### src/rtl/frame_counter_ctrl.sv
// ---------------------------------------------------------------------------
// frame_counter_ctrl
//
// Sequencer between the CPU bus and the APU frame counter. It captures
// $4017 writes and replays them to the frame counter one CPU cycle later.
// When FC_CTRL_WRITE_DELAY_EN is defined, the replay instead follows the
// hardware-accurate 3/4 CPU-cycle delay. The block also raises the
// immediate quarter/half clocks that 5-step mode requires, and it services
// $4015 status reads, including the read-to-clear of the frame IRQ flag.
//
// Build option:
//   FC_CTRL_WRITE_DELAY_EN  defined   -> write replayed after DELAY_ALIGNED /
//                                        DELAY_UNALIGNED CPU cycles
//                           undefined -> write replayed on the next CPU cycle
//                                        (DELAY_* parameters have no effect)
//
// Parameters:
//   DELAY_ALIGNED    CPU cycles from write to APPLY when apu_clk_en=1 (>=2)
//   DELAY_UNALIGNED  CPU cycles from write to APPLY when apu_clk_en=0 (>=2)
//
// Ports:
//   clk                 in   system clock
//   rst_l               in   asynchronous active-low reset
//   cpu_clk_en          in   CPU cycle strobe, all state advances only here
//   apu_clk_en          in   APU cycle strobe (every second CPU cycle)
//   addr[15:0]          in   CPU bus address
//   data_in[7:0]        in   CPU write data
//   we / re             in   CPU write / read strobes
//   irq_flag_in         in   frame counter interrupt flag
//   fc_addr[15:0]       out  address to frame counter (4017 during APPLY)
//   fc_data[7:0]        out  data to frame counter ({pend_data, 6'b0})
//   fc_we               out  frame counter write strobe
//   fc_clear_interrupt  out  frame IRQ clear ($4015 read or inhibit write)
//   force_quarter       out  extra quarter-frame clock (5-step mode write)
//   force_half          out  extra half-frame clock (5-step mode write)
//   status_frame_irq    out  bit 6 of $4015 read data
//   busy                out  a $4017 write is pending
//
// State  | meaning
// -------+------------------------------------------------------------
// IDLE   | nothing pending
// WAIT   | write captured, counting down to the replay cycle
// APPLY  | replay cycle: write strobe, forced clocks, inhibit clear
// ---------------------------------------------------------------------------
module frame_counter_ctrl #(
  parameter int DELAY_ALIGNED   = 3,
  parameter int DELAY_UNALIGNED = 4
) (
  input  logic        clk,
  input  logic        rst_l,
  input  logic        cpu_clk_en,
  input  logic        apu_clk_en,
  input  logic [15:0] addr,
  input  logic [7:0]  data_in,
  input  logic        we,
  input  logic        re,
  input  logic        irq_flag_in,
  output logic [15:0] fc_addr,
  output logic [7:0]  fc_data,
  output logic        fc_we,
  output logic        fc_clear_interrupt,
  output logic        force_quarter,
  output logic        force_half,
  output logic        status_frame_irq,
  output logic        busy
);

  localparam logic [1:0] ST_IDLE  = 2'd0;
  localparam logic [1:0] ST_WAIT  = 2'd1;
  localparam logic [1:0] ST_APPLY = 2'd2;

  localparam int DELAY_MAX = (DELAY_ALIGNED > DELAY_UNALIGNED) ?
                             DELAY_ALIGNED : DELAY_UNALIGNED;
  localparam int CNT_W     = ($clog2(DELAY_MAX) > 3) ? $clog2(DELAY_MAX) : 3;

  // The write cycle and the APPLY cycle are not spent in WAIT, so the
  // counter starts at D-2 and APPLY follows the WAIT cycle that sees zero.
  localparam logic [CNT_W-1:0] LOAD_ALIGNED   = CNT_W'(DELAY_ALIGNED - 2);
  localparam logic [CNT_W-1:0] LOAD_UNALIGNED = CNT_W'(DELAY_UNALIGNED - 2);

`ifdef FC_CTRL_WRITE_DELAY_EN
  localparam logic [1:0] ST_AFTER_WRITE = ST_WAIT;
`else
  localparam logic [1:0] ST_AFTER_WRITE = ST_APPLY;
`endif

  logic [1:0]       r_state;
  logic [1:0]       r_pend_data;
  logic [CNT_W-1:0] r_cnt;

  logic [1:0]       w_state_nxt;
  logic [1:0]       w_pend_nxt;
  logic [CNT_W-1:0] w_cnt_nxt;
  logic [CNT_W-1:0] w_load;
  logic             w_wr4017;
  logic             w_rd4015;
  logic             w_in_apply;
  logic             w_apply_strobe;

  // The frame counter only uses bits 7:6 of a $4017 write.
  logic             w_unused_data;
  assign w_unused_data = &{1'b0, data_in[5:0]};

  assign w_wr4017 = cpu_clk_en & we & (addr == 16'h4017);
  assign w_rd4015 = cpu_clk_en & re & (addr == 16'h4015);
  assign w_load   = apu_clk_en ? LOAD_ALIGNED : LOAD_UNALIGNED;

  // A new write always wins: it restarts the delay from WAIT, and from
  // APPLY it queues behind the replay that is completing this cycle.
  always_comb begin
    w_state_nxt = r_state;
    w_pend_nxt  = r_pend_data;
    w_cnt_nxt   = r_cnt;
    if (w_wr4017) begin
      w_state_nxt = ST_AFTER_WRITE;
      w_pend_nxt  = data_in[7:6];
      w_cnt_nxt   = w_load;
    end else if (cpu_clk_en) begin
      case (r_state)
        ST_IDLE: begin
          w_state_nxt = ST_IDLE;
        end
        ST_WAIT: begin
          if (r_cnt == '0) begin
            w_state_nxt = ST_APPLY;
          end else begin
            w_cnt_nxt = r_cnt - 1'b1;
          end
        end
        ST_APPLY: begin
          w_state_nxt = ST_IDLE;
        end
        default: begin
          w_state_nxt = ST_IDLE;
        end
      endcase
    end
  end

  always_ff @(posedge clk or negedge rst_l) begin
    if (!rst_l) begin
      r_state     <= ST_IDLE;
      r_pend_data <= 2'b00;
      r_cnt       <= '0;
    end else begin
      r_state     <= w_state_nxt;
      r_pend_data <= w_pend_nxt;
      r_cnt       <= w_cnt_nxt;
    end
  end

  assign w_in_apply     = (r_state == ST_APPLY);
  assign w_apply_strobe = w_in_apply & cpu_clk_en;

  assign fc_addr = w_in_apply ? 16'h4017 : 16'h0000;
  assign fc_data = w_in_apply ? {r_pend_data, 6'b000000} : 8'h00;
  assign fc_we   = w_apply_strobe;

  // pend_data[1] = 5-step mode, pend_data[0] = IRQ inhibit
  assign force_quarter = w_apply_strobe & r_pend_data[1];
  assign force_half    = w_apply_strobe & r_pend_data[1];

  // A $4015 read that lands on APPLY still yields a single clear pulse.
  assign fc_clear_interrupt = w_rd4015 | (w_apply_strobe & r_pend_data[0]);

  // Status is the pre-clear flag; the clear takes effect in the frame counter.
  assign status_frame_irq = irq_flag_in;
  assign busy             = (r_state != ST_IDLE);

endmodule

### config.mk
export PLATFORM = sky130hd
export DESIGN_NAME = frame_counter_ctrl
export DESIGN_NICKNAME = d
export VERILOG_FILES = /design/src/rtl/frame_counter_ctrl.sv
export SDC_FILE = /design/constraint.sdc
export NUM_CORES = 1
export LEC_CHECK = 0
export ABC_AREA = 1
export BUFFER_PORTS_ARGS = -buffer_cell sky130_fd_sc_hd__buf_2
export CORE_MARGIN = 1.5
export CORE_UTILIZATION = 33
export DETAILED_ROUTE_END_ITERATION = 12
export HOLD_SLACK_MARGIN = 0.08
export PLACE_DENSITY = 0.8
export SYNTH_ARGS = -nofsm -noshare
export SYNTH_HDL_FRONTEND = slang
export SYNTH_SLANG_ARGS = --single-unit
### constraint.sdc
create_clock -name clk -period 2.3 [get_ports clk]
set_input_delay 0.23 -clock clk [delete_from_list [all_inputs] [get_ports clk]]
set_output_delay 0.23 -clock clk [all_outputs]
set_load 0.02 [all_outputs]
## Word level (Yosys, flattened, before mapping)

Cells that the tools add are included.
W data, S select, Z words.

- Register bits after elaboration: 7
- Input bits: 31
- Output and inout bits: 30
- Word-level logic and storage cells: 35

- Add/sub/neg operators: 1
- Equal/unequal tests: 6
- Mux-type cells: 11
- Bitwise gates (word level): 8
- Reductions and logical operators: 6

Operators by type and width:

| cell | number |
|---|---|
| $eq A16 B15 Y1 const B | 2 |
| $mux W15 | 1 |
| $mux W3 | 4 |
| $mux W2 | 5 |
| $mux W8 | 1 |
| $and A1 B1 Y1 | 7 |
| $reduce_bool A2 Y1 | 3 |
| $logic_not A3 Y1 | 1 |
| $ne A3 B3 Y1 const B | 1 |
| $reduce_and A3 Y1 | 1 |
| $sub A3 B1 Y3 const B | 1 |
| $eq A2 B1 Y1 const B | 1 |
| $eq A2 B2 Y1 const B | 1 |
| $ne A2 B2 Y1 const B | 1 |
| $reduce_and A2 Y1 | 1 |
| $or A1 B1 Y1 | 1 |

## Longest topological paths before layout

Gate-level depths: netlist of run 1.

- Depth after elaboration: 5
- Depth in mapped cells: 7
- Gate-level depth less buffers: 7

## Worst setup path after synthesis of run 1

No wires, ideal clock.

- Path kind: reg-to-output
- Start point: register r_state[1]
- End point: output port force_quarter
- Arrival time: 1.212 ns
- Required time: 2.070 ns
- Slack: 0.858 ns
- Stages on the path, launching flop included: 4
- Path buffers: 1
- Path through: dfrtp_1 > nand2_1 > nor2_1 > buf_4

- Word-level cells in the longest chain between the ends: 3

Ends and longest elaborated chain:

| item | line | text |
|---|---|---|
| start: declaration | 87 | `logic [1:0] r_state;` |
| start signal: assignment | 146 | `r_state <= w_state_nxt;` |
| $eq A2 B2 Y1 | 152 | `assign w_in_apply = (r_state == ST_APPLY);` |
| $and A1 B1 Y1 | 153 | `assign w_apply_strobe = w_in_apply & cpu_clk_en;` |
| $and A1 B1 Y1 | n/a |  |
| end: declaration | 62 | `output logic force_quarter,` |

No other way between the ends.

## Worst setup path in the final report of run 1

- Start point: register r_state[1]
- End point: output port force_half

- Word-level cells in the longest chain between the ends: 3

Ends and longest elaborated chain:

| item | line | text |
|---|---|---|
| $eq A2 B2 Y1 | 152 |  |
| $and A1 B1 Y1 | 153 |  |
| $and A1 B1 Y1 | 161 | `assign force_half = w_apply_strobe & r_pend_data[1];` |
| end: declaration | 63 | `output logic force_half,` |

No other way between the ends.

==> impl_summary.txt, run 1 <==
----------------------------------------------------
[Route]
  Router iterations before antenna repair ... 2
  Antenna Violating Nets Remaining ... 0
  Post-DR vias/cell ... 3.941
  Post-route DRC ... 0
  DR WL/cell ... 6.669 um
  Drt total wl ... around 790 um
  Initial DRC Count ... 1
  Detailed-route via count ... roughly 470

[CTS]
  Clock slew at the register clock pins of the worst setup and hold paths ... 40 ps
  Clock latency of the later-clocked register in the worst-skew pair ... 230 ps
  TritonCTS clock tree ... built
  CTS Root Buffer Type ... sky130_fd_sc_hd__clkbuf_4
  Maximum clock path buffer count ... 2
  Count of cells resized by post-cts repair ... 0
  Htree depth ... 1
  Number of sinks on the clock net ... 3
  Clock buffers created by TritonCTS ... 3

[Power]
  Combinational power share ... 29.6%
  Sw Ratio ... 33.20%
  Total net switching power ... 68.42 uW
  Leakage ... roughly 0.4 nW
  Clk pwr share ... ~45%
  Pint ... 137.6 uW
  Portion of total power attributed to sequential cells ... 25.8%
  Worst-case vdd ir drop ... 0.1515 mV
  Pwr dens ... 348.9 mW/mm2

[Global routing]
  Remaining global-route overflow ... 0
  Global-route wire length before repair ... 1110 um
  Overall routing resource usage ... under 10%
  Number of global-route vias before repair ... approximately 340
  Initial antenna violation count ... 0
  Maximum number of pins on one net before global-route repair ... 11

[Logic synthesis]
  Synth cell types ... 14
  Sequential share of the synthesized area ... 15.46%
  Share of synthesized cell area in and, or, nand and nor gates ... about two fifths
  Xor-xnor portion of the synthesized cell area ... 0%
  Fraction of synthesized area in multiplexers ... 0%
  Portion of synthesized cell area occupied by the leading cell type ... 37.11%
  Biggest area contributors in the synthesized netlist ... sky130_fd_sc_hd__buf_4, sky130_fd_sc_hd__dfrtp_1, sky130_fd_sc_hd__nand2_1, sky130_fd_sc_hd__inv_1, sky130_fd_sc_hd__nand3_2
  Gate count of the mapped netlist ... about 70
  Per-instance average area after synthesis ... slightly below 7 um2
  Number of synthesized register bits ... 3
  Synthesized-area fraction occupied by ao, oa, aoi and oai cells ... 0%
  Largest family of logic cells by synthesized area ... buffers and inverters
  Library cell occupying the most area in the post-synthesis netlist ... sky130_fd_sc_hd__buf_4
  Syn Std Cell Area ... 485.5 um2
  Synth warn ... 0
  Adder-cell share of the synthesized area ... 0%

[Die]
  DIE HEIGHT ... 41.36 um
  Top-level I/O count ... 61
  Core region area ... 0.001334 mm2
  Initial Util ... 36.40%
  Die outline area ... between 0.0015 and 0.002 mm2
  Core Rows ... 13
  Die span in x ... 41.36 um

[Placement]
  Number of input and output port buffers inserted ... 34
  Placed cell area ... 554.3 um2
  Pre-CTS WS ... 1123 ps
  Routability congestion estimate from global placement ... 0.6664
  Detailed Place HPWL ... 733.9 um

[Layout]
  Final core utilization ... 44.28%
  Total inserted antenna cells ... 0
  Layout overhead on the synthesized area ... 21.65%
  Number of nets in the finished design ... 135
  Summed area of non-filler cells in the final layout ... 590.6 um2
  Layout cells sized above 1 ... between 40% and 50%
  Total of fill cells in the finished design ... 156

[Run]
  Maximum capacitance violations ... 0

[Timing]
  Final hold vios ... 0
  Least setup slack across all paths after layout ... about 1000 ps
  RSZ-0062 raised after global routing ... false
  Maximum clock skew at final layout ... 0 ps
  Share of the cycle needed by the critical path after routing ... between 50% and 60%
  Sum Neg Setup Slack ... 0 ps
  Tmin final ... 1304 ps
  Final setup violation count ... 0
  Achievable clock frequency ... 767.1 MHz
  Slew Viols, Final ... 0

[Worst setup path]
  Worst setup EP type ... output pin
  Source of the worst register-to-register timing path ... r_state[1]
  Data required time of the critical path ... 2070 ps
  Largest stage delay on the critical path ... 450 ps
  Cells along the critical path ... nand2_1, nor2_1, buf_2
  Worst path arrival time ... 1070 ps
  Minimum setup slack among reg-to-reg paths ... between 1500 and 2000 ps
  Worst Setup Start Kind ... flop
  Worst-path maximum fanout ... 10
  Kind of critical path ... flop to output pin
  Cell class contributing the biggest share of worst-path delay ... flip-flops
  Buf+Inv Stages, Crit Path ... 1
  Highest-delay cell along the critical path ... sky130_fd_sc_hd__dfrtp_1
  Worst setup path start ... r_state[1]

[Outcome]
  Run status ... complete, no violations

[Min path]
  Startpoint of the lowest-slack hold path ... data_in[7]
  Class of the tightest hold or removal check ... primary input to flop

----------------------------------------------------
[cells in the final DEF, fill, tap and decap left out]
master,count
sky130_fd_sc_hd__buf_2,34
sky130_fd_sc_hd__clkbuf_1,1
sky130_fd_sc_hd__clkbuf_4,3
sky130_fd_sc_hd__conb_1,17
sky130_fd_sc_hd__dfrtp_1,3
sky130_fd_sc_hd__dlygate4sd3_1,1
sky130_fd_sc_hd__inv_1,9
sky130_fd_sc_hd__inv_2,1
sky130_fd_sc_hd__nand2_1,14
sky130_fd_sc_hd__nand2_2,2
sky130_fd_sc_hd__nand3_1,1
sky130_fd_sc_hd__nand3_2,3
sky130_fd_sc_hd__nand3b_1,1
sky130_fd_sc_hd__nand4_1,3
sky130_fd_sc_hd__nor2_1,4
sky130_fd_sc_hd__nor2_2,4
sky130_fd_sc_hd__nor2_4,2
[area by class of cell]
class | count | area [um2] | area share (%)
Timing Repair Buffer | 35 | 180.2 | 30.51
Tap cell | 15 | 18.77 | 3.178
Sequential cell | 3 | 75.07 | 12.71
Clock buffer | 4 | 26.28 | 4.449
Inverter | 10 | 37.54 | 6.356
Multi-Input combinational cell | 51 | 252.7 | 42.80
[cells in the mapped netlist (all sizes together)]
cell type,count
buf,24
conb,1
dfrtp,3
inv,10
nand2,16
nand3,4
nand3b,1
nand4,3
nor2,10
[power by group through the flow]
stage                     registers (mW)  clock network [mW]  logic (mW)
after floorplan                   0.0538                   0      0.0612
after global placement            0.0538                   0      0.0585
after detailed placement          0.0538                   0      0.0596
after CTS                         0.0531              0.0959      0.0610
after global routing              0.0530               0.105      0.0686
final                             0.0531              0.0919      0.0611
[timing repair]
action,CTS,global route
hold buffers,1,0
setup buffers,0,0
endpoints found under the setup margin,0,0
endpoints found under the hold margin,3,0
[sequential cells by signal, summed over array words and instances, names as in the netlist]
name / count
r_state: 1
r_pend_data: 2
[kinds of logic (layout without fill, tap and decap cells)]
family        Yosys count  count (layout)
buf+inv                34              49
simple gates           34              34
other cells             1              17
flops                   3               3
[worst register-to-register path, cell delays in order, from the launching register on]
cell and delay (ps):
sky130_fd_sc_hd__dfrtp_1 440, sky130_fd_sc_hd__nand2_1 100, sky130_fd_sc_hd__nand2_1 50
[metal layers]
metal | GRT usage (%) | wire length, um
met2 | 20.70 | 379
met4 | 2.419 | 0
met1 | 8.387 | 293
met3 | 3.191 | 114
met5 | 0 | 0
[metrics by stage]
stage                     power [mW]  hold slack (ps)  cells
final                         0.2061            270.2    118
after global routing          0.2262            271.5    118
after CTS                     0.2100            268.2    118
after detailed placement      0.1134            25.67    113
after global placement        0.1122            26.07    113
after floorplan               0.1150           -65.59     88
[final timing paths]
check / end / cells after the start
max reg2reg: r_state[1] / 2
max: force_half / 3
min reg2reg: r_pend_data[1] / 2
min: r_pend_data[1] / 3
min in group asynchronous: r_pend_data[0] / 2
max in group asynchronous: r_pend_data[1] / 2
Note: power is estimated with default switching activity, not from simulation.
==> run 2, diff against run 1 <==
Settings changed: CORE_UTILIZATION 33 to 31, PLACE_DENSITY 0.8 to 0.76.
Clock period 2.3 ns to 1.3 ns, I/O delays scaled along.
==> impl_summary.txt, run 2 (same netlist as run 1, synthesis figures left out) <==
----------------------------------------------------
[Route]
  DR WL/cell ... 7.050 um (+5.7%)
  Detailed-route via count ... 470 (+1.1%)
  Post-route DRC ... 0 (unchanged)
  Drt total wl ... 839 um (+6.6%)
  Router iterations before antenna repair ... 2 (unchanged)
  Antenna Violating Nets Remaining ... 0 (unchanged)
  Post-DR vias/cell ... 3.950 (+0.23%)
  Initial DRC Count ... 2 (+1)

[Layout]
  Most common cell after layout, fill and taps aside ... sky130_fd_sc_hd__buf_2
  Max reg flops ... 2 (unchanged)
  Largest registers ... r_pend_data x2, r_state x1
  Number of nets in the finished design ... 135 (unchanged)
  Summed area of non-filler cells in the final layout ... 595.6 um2 (+0.85%)
  Total inserted antenna cells ... 0 (unchanged)
  Register ranked first by flip-flop count ... r_pend_data
  Leading cell types in the layout, fill and taps excluded ... sky130_fd_sc_hd__buf_2, sky130_fd_sc_hd__conb_1, sky130_fd_sc_hd__nand2_1
  Layout cells sized above 1 ... 49.51% (+1.9 points)
  Layout overhead on the synthesized area ... 22.68%

[Timing]
  Share of the cycle needed by the critical path after routing ... around 90%
  Maximum clock skew at final layout ... 0 ps (unchanged)
  Final hold vios ... 0 (unchanged)
  Sum Neg Setup Slack ... 0 ps (unchanged)
  RSZ-0062 raised after global routing ... false
  Tmin final ... about 1200 ps
  Slew Viols, Final ... 0 (unchanged)
  Final setup violation count ... 0 (unchanged)
  Achievable clock frequency ... 852.3 MHz

[Placement]
  Detailed Place HPWL ... 775.6 um (+5.7%)
  Number of input and output port buffers inserted ... 34 (unchanged)
  Routability congestion estimate from global placement ... 0.6288 (-5.6%)
  Placed cell area ... 558.0 um2 (+0.68%)

[CTS]
  Maximum clock path buffer count ... 2 (unchanged)
  Clock slew at the register clock pins of the worst setup and hold paths ... 40 ps (about the same)
  CTS Root Buffer Type ... sky130_fd_sc_hd__clkbuf_4
  Clock buffers created by TritonCTS ... 3 (unchanged)
  Htree depth ... 1 (unchanged)
  Clock latency of the later-clocked register in the worst-skew pair ... 230 ps (about the same)
  TritonCTS clock tree ... built
  Number of sinks on the clock net ... 3 (unchanged)

[Worst setup path]
  Largest stage delay on the critical path ... 420 ps (-30 ps)
  Minimum setup slack among reg-to-reg paths ... 610 ps (-980 ps)
  Worst-path maximum fanout ... 10 (unchanged)
  Worst setup path start ... r_state[1]
  Cell count of the worst reg-to-reg path ... 2 (unchanged)
  Kind of critical path ... flop to output pin
  Source of the worst register-to-register timing path ... r_state[1]
  Most numerous cell on the critical path ... sky130_fd_sc_hd__nand2_1
  Worst path arrival time ... 1040 ps (-30 ps)
  Highest-delay cell along the critical path ... sky130_fd_sc_hd__dfrtp_2
  Worst Setup Start Kind ... flop
  Cells along the critical path ... nand2_1, inv_1, nand2_1, nand2_1, buf_2
  Reg2reg end ... r_state[1]
  Worst setup EP type ... output pin
  Data required time of the critical path ... 1170 ps (-900 ps)

[Min path]
  Cells on Worst Hold Path ... 3 (unchanged)
  Endpoint of the worst hold path ... r_pend_data[1]
  Startpoint of the lowest-slack hold path ... data_in[7]
  Class of the tightest hold or removal check ... primary input to flop

[Power]
  Leakage ... 0.3993 nW (-0.50%)
  Pwr dens ... 614.3 mW/mm2 (+76%)
  Worst-case vdd ir drop ... 0.1609 mV (+6.1%)

[Die]
  Core region area ... 0.001489 mm2 (+12%)
  DIE HEIGHT ... 42.57 um (+2.9%)
  Die span in x ... 42.57 um (+2.9%)
  Core Rows ... 14 (+1)
  Top-level I/O count ... 61 (unchanged)
  Die outline area ... 0.001812 mm2 (+6.0%)
  Initial Util ... 32.61% (-3.8 points)

[Run]
  Maximum capacitance violations ... 0 (unchanged)

[Global routing]
  Number of global-route vias before repair ... 418 (+22%)
  Maximum number of pins on one net before global-route repair ... 11 (unchanged)
  Initial antenna violation count ... 0 (unchanged)
  Global-route wire length before repair ... 1435 um (+29%)
  Overall routing resource usage ... 10.63% (+0.87 points)
  Remaining global-route overflow ... 0 (unchanged)

[Outcome]
  Run status ... complete, no violations

----------------------------------------------------
run 2: changes by cell type in the layout (fill, tap and decap cells not counted):
| cell | previous run | this run |
|---|---|---|
| sky130_fd_sc_hd__dfrtp_1 | 3 | 2 |
| sky130_fd_sc_hd__nor2_2 | 4 | 5 |
| sky130_fd_sc_hd__dfrtp_2 | 0 | 1 |
| sky130_fd_sc_hd__nor2_1 | 4 | 3 |
run 2: per-layer routing:
layer	wire, um	vias up	GRT usage, %	part of all wire (%)
met5	0	-	0	0
met3	88	2	1.293	10
li1	-	238	-	-
met1	247	198	8.377	29
met2	488	32	21.54	58
met4	15	0	9.375	1.8
run 2: layout make-up:
type / instances / area, um2
multi-input combinational: 51 / 255.2
sequential: 3 / 76.32
tap: 16 / 20.02
timing repair buffer: 35 / 180.2
fill: 163 / 893.4
clock buffer: 4 / 26.28
inverter: 10 / 37.54
run 2: timing repair:
action / CTS / global route
endpoints found under the hold margin: 3 / 0
buffers inserted: 0 / 0
hold buffers: 1 / 0
gates resized for setup: 0 / 1
setup endpoints to repair: 0 / 3
run 2: power by group:
part	internal, mW	switching, mW	leakage (nW)	total, mW
clock	0.115	0.0487	0.0150	0.164
combinational	0.0346	0.0736	0.344	0.108
sequential	0.0939	0.00000843	0.0403	0.0939
total	0.244	0.122	0.399	0.366
run 2: through the flow:
| stage | power (mW) | setup WS [ps] | hold slack, ps | util [%] | instances |
|---|---|---|---|---|---|
| 6_report | 0.3658 | 126.7 | 150.4 | 40.00 | 119 |
| 4_1_cts | 0.3746 | 46.60 | 145.6 | 39.92 | 119 |
| 3_3_place_gp | 0.1991 | 320.2 | -73.64 | 37.48 | 114 |
| 2_1_floorplan | 0.2037 | 61.68 | -165.6 | - | 88 |
| 3_5_place_dp | 0.2009 | 282.2 | -72.92 | 37.48 | 114 |
| 5_1_grt | 0.3971 | 10.18 | 149.3 | 40.00 | 119 |
run 2: worst max-delay path: cells and delay by family, from the launching register on:
family	cells	cell delay [ps]
buffers and inverters	2	220
flip-flops	1	420
AND/OR/NAND/NOR	3	160
run 2: how the worst max path moves through the flow:
stage	end	slack, ps	cells past startpoint
2_1_floorplan	force_quarter	60	3
3_3_place_gp	fc_clear_interrupt	320	7
5_1_grt	fc_clear_interrupt	10	5
6_report	fc_clear_interrupt	130	5
4_1_cts	fc_clear_interrupt	50	5
3_5_place_dp	fc_clear_interrupt	280	7
==> run 3, diff against run 2 <==
Settings changed: ABC_AREA 1 to unset, CORE_UTILIZATION 31 to 27, PLACE_DENSITY 0.76 to 0.75.
==> impl_summary.txt, run 3 <==
----------------------------------------------------
[Global routing]
  Maximum number of pins on one net before global-route repair ... 8 (-3)
  Overall routing resource usage ... 9.513% (-1.1 points)
  Remaining global-route overflow ... 0 (unchanged)
  Initial antenna violation count ... 0 (unchanged)
  Global-route wire length before repair ... 848 um (-41%)
  Number of global-route vias before repair ... 244 (-42%)

[Logic synthesis]
  Sequential share of the synthesized area ... 19.74% (+4.3 points)
  Xor-xnor portion of the synthesized cell area ... 0% (unchanged)
  Most used standard cells in the synthesized netlist ... sky130_fd_sc_hd__buf_4, sky130_fd_sc_hd__and2_1, sky130_fd_sc_hd__dfrtp_1, sky130_fd_sc_hd__mux2_1, sky130_fd_sc_hd__nor4bb_1
  Gate count of the mapped netlist ... 45 (-38%)
  EDFF count, synth ... 0 (unchanged)
  Syn Std Cell Area ... 380.4 um2 (-22%)
  Per-instance average area after synthesis ... 8.453 um2 (+25%)
  Synth warn ... 0 (unchanged)
  Portion of synthesized cell area occupied by the leading cell type ... 47.37% (+10 points)
  Share of synthesized cell area in and, or, nand and nor gates ... 21.38% (-18 points)
  Most common cell in the synthesized netlist ... sky130_fd_sc_hd__buf_4
  Largest family of logic cells by synthesized area ... buffers and inverters
  Async set or reset register ratio after synthesis ... 100.0% (unchanged)
  Synthesized-area fraction occupied by ao, oa, aoi and oai cells ... 3.618% (+3.6 points)
  Number of synthesized register bits ... 3 (unchanged)
  Primary flip-flop cell chosen by synthesis mapping ... sky130_fd_sc_hd__dfrtp_1
  Synth cell types ... 16 (+2)
  Biggest area contributors in the synthesized netlist ... sky130_fd_sc_hd__buf_4, sky130_fd_sc_hd__dfrtp_1, sky130_fd_sc_hd__mux2_1, sky130_fd_sc_hd__nor4bb_1, sky130_fd_sc_hd__and2_1
  Adder-cell share of the synthesized area ... 0% (unchanged)
  Fraction of synthesized area in multiplexers ... 5.921% (+5.9 points)
  Library cell occupying the most area in the post-synthesis netlist ... sky130_fd_sc_hd__buf_4

[Route]
  Post-DR vias/cell ... 4.085 (+3.4%)
  Detailed-route via count ... 384 (-18%)
  Post-route DRC ... 0 (unchanged)
  Router iterations before antenna repair ... 1 (-1)
  Antenna Violating Nets Remaining ... 0 (unchanged)
  DR WL/cell ... 10.93 um (+55%)
  Initial DRC Count ... 0 (-2)
  Drt total wl ... 1027 um (+22%)

[Outcome]
  Violated checks ... negative setup slack
  Run status ... finished with violations

[Placement]
  Pre-CTS WS ... -97.34 ps (-379.5 ps)
  Instance count after placement with tap cells included ... 86 (-25%)
  Routability congestion estimate from global placement ... 0.4930 (-22%)
  Placed cell area ... 449.2 um2 (-20%)
  Number of input and output port buffers inserted ... 34 (unchanged)

[Layout]
  Number of nets in the finished design ... 111 (-18%)
  Total inserted antenna cells ... 0 (unchanged)
  Summed area of non-filler cells in the final layout ... 588.1 um2 (-1.3%)
  Layout cells sized above 1 ... 58.23% (+8.7 points)
  Layout overhead on the synthesized area ... 54.61%
  Final core utilization ... 45.19% (+5.2 points)
  Final std cells w/o fill ... 94 (-21%)
  Leading cell types in the layout, fill and taps excluded ... sky130_fd_sc_hd__buf_2, sky130_fd_sc_hd__conb_1, sky130_fd_sc_hd__buf_6
  Max reg flops ... 2 (unchanged)
  FF/Latch Area ... 76.32 um2 (unchanged)
  Multi-input combinational cell area ... 222.7 um2 (-13%)
  Register ranked first by flip-flop count ... r_pend_data
  Largest registers ... r_pend_data x2, r_state x1
  Total of fill cells in the finished design ... 146 (-10%)
  Most common cell after layout, fill and taps aside ... sky130_fd_sc_hd__buf_2

[CTS]
  Maximum clock path buffer count ... 2 (unchanged)
  Number of sinks on the clock net ... 3 (unchanged)
  Clock slew at the register clock pins of the worst setup and hold paths ... 40 ps (about the same)
  CTS Root Buffer Type ... sky130_fd_sc_hd__clkbuf_4
  Clock latency of the later-clocked register in the worst-skew pair ... 240 ps (about the same)
  Htree depth ... 1 (unchanged)
  Clock buffers created by TritonCTS ... 3 (unchanged)
  TritonCTS clock tree ... built

[Timing]
  Achievable clock frequency ... 756.2 MHz (-11%)
  Least setup slack across all paths after layout ... -22.42 ps (-149.1 ps)
  Sum Neg Setup Slack ... -22.42 ps (-22.42 ps)
  RSZ-0062 raised after global routing ... true
  Maximum clock skew at final layout ... 0 ps (unchanged)
  Share of the cycle needed by the critical path after routing ... 101.7% (+11 points)
  Tmin final ... 1322 ps (+149.1 ps)
  Slew Viols, Final ... 0 (unchanged)
  Final setup violation count ... 1 (+1)
  Final hold vios ... 0 (unchanged)
  Hold WS ... 118.7 ps (-31.76 ps)

[Die]
  Core Rows ... 13 (-1)
  Core region area ... 0.001301 mm2 (-13%)
  Initial Util ... 29.23% (-3.4 points)
  DIE HEIGHT ... 40.54 um (-4.8%)
  Top-level I/O count ... 61 (unchanged)
  Die span in x ... 40.54 um (-4.8%)
  Die outline area ... 0.001643 mm2 (-9.3%)

[Power]
  Leakage ... 0.3493 nW (-13%)
  Total power draw ... 375.7 uW (+2.7%)
  Pwr dens ... 638.9 mW/mm2 (+4.0%)
  Worst-case vdd ir drop ... 0.2135 mV (+33%)

[Min path]
  Class of the tightest hold or removal check ... primary input to flop
  Cells on Worst Hold Path ... 2 (-1)

[Worst setup path]
  Data required time of the critical path ... 1170 ps (about the same)
  Worst setup EP type ... output pin
  Kind of critical path ... primary input to output pin
  Worst Setup Start Kind ... primary input
  Worst path arrival time ... 1190 ps (+150 ps)
  Cell count of the worst reg-to-reg path ... 1 (-1)
  Worst-path maximum fanout ... 2 (-8)

[Run]
  Maximum capacitance violations ... 0 (unchanged)

----------------------------------------------------
run 3: report_power, final:
group | leakage (nW) | internal, mW | switching [mW]
registers | 0.0403 | 0.0939 | 0.00000630
logic | 0.294 | 0.0438 | 0.0665
clock network | 0.0150 | 0.116 | 0.0560
total | 0.349 | 0.253 | 0.123
run 3: path summary, 6_finish.rpt:
| check | start | endpoint | slack (ps) |
|---|---|---|---|
| max | addr[5] | fc_clear_interrupt | -20 |
| min | data_in[7] | r_pend_data[1] | 120 |
| max reg2reg | r_pend_data[0] | r_pend_data[0] | 520 |
| min reg2reg | r_pend_data[1] | r_pend_data[1] | 500 |
| max in group asynchronous | rst_l | r_state[1] | 960 |
| min in group asynchronous | rst_l | r_state[1] | 220 |
run 3: cell type report:
| type | count | area share (%) |
|---|---|---|
| clock buffers | 4 | 4.468 |
| inverters | 1 | 0.6383 |
| multi-input cells | 33 | 37.87 |
| flip-flops and latches | 3 | 12.98 |
| well taps | 15 | 3.191 |
| repair buffers | 38 | 40.85 |
run 3: critical path, stage by stage:
cell and delay [ps]:
sky130_fd_sc_hd__buf_6 90, sky130_fd_sc_hd__nor4bb_2 280, sky130_fd_sc_hd__nand4_1 180, sky130_fd_sc_hd__nor3b_2 220
sky130_fd_sc_hd__o21a_1 170, sky130_fd_sc_hd__buf_6 120
run 3: cell families (layout without fill, tap and decap cells):
group / count (synthesis) / count (layout)
buffers and inverters: 25 / 43
multiplexers: 2 / 2
other: 1 / 17
flip-flops: 3 / 3
AO/OA/AOI/OAI: 2 / 2
AND/OR/NAND/NOR: 12 / 12
run 3: metal layers:
layer  wire (um)  global-route usage (%)  vias up
li1            -                       -      176
met1         278                   6.840      170
met2         608                   14.29       33
met3          97                   3.333        5
met5           0                       0        -
met4          44                   17.50        0
run 3: timing repair:
item,in CTS,in global routing
endpoints found under the setup margin,1,3
hold endpoints to repair,3,0
pin swaps,3,6
hold buffers,1,0
gates resized for setup,2,12
buffers inserted,3,0
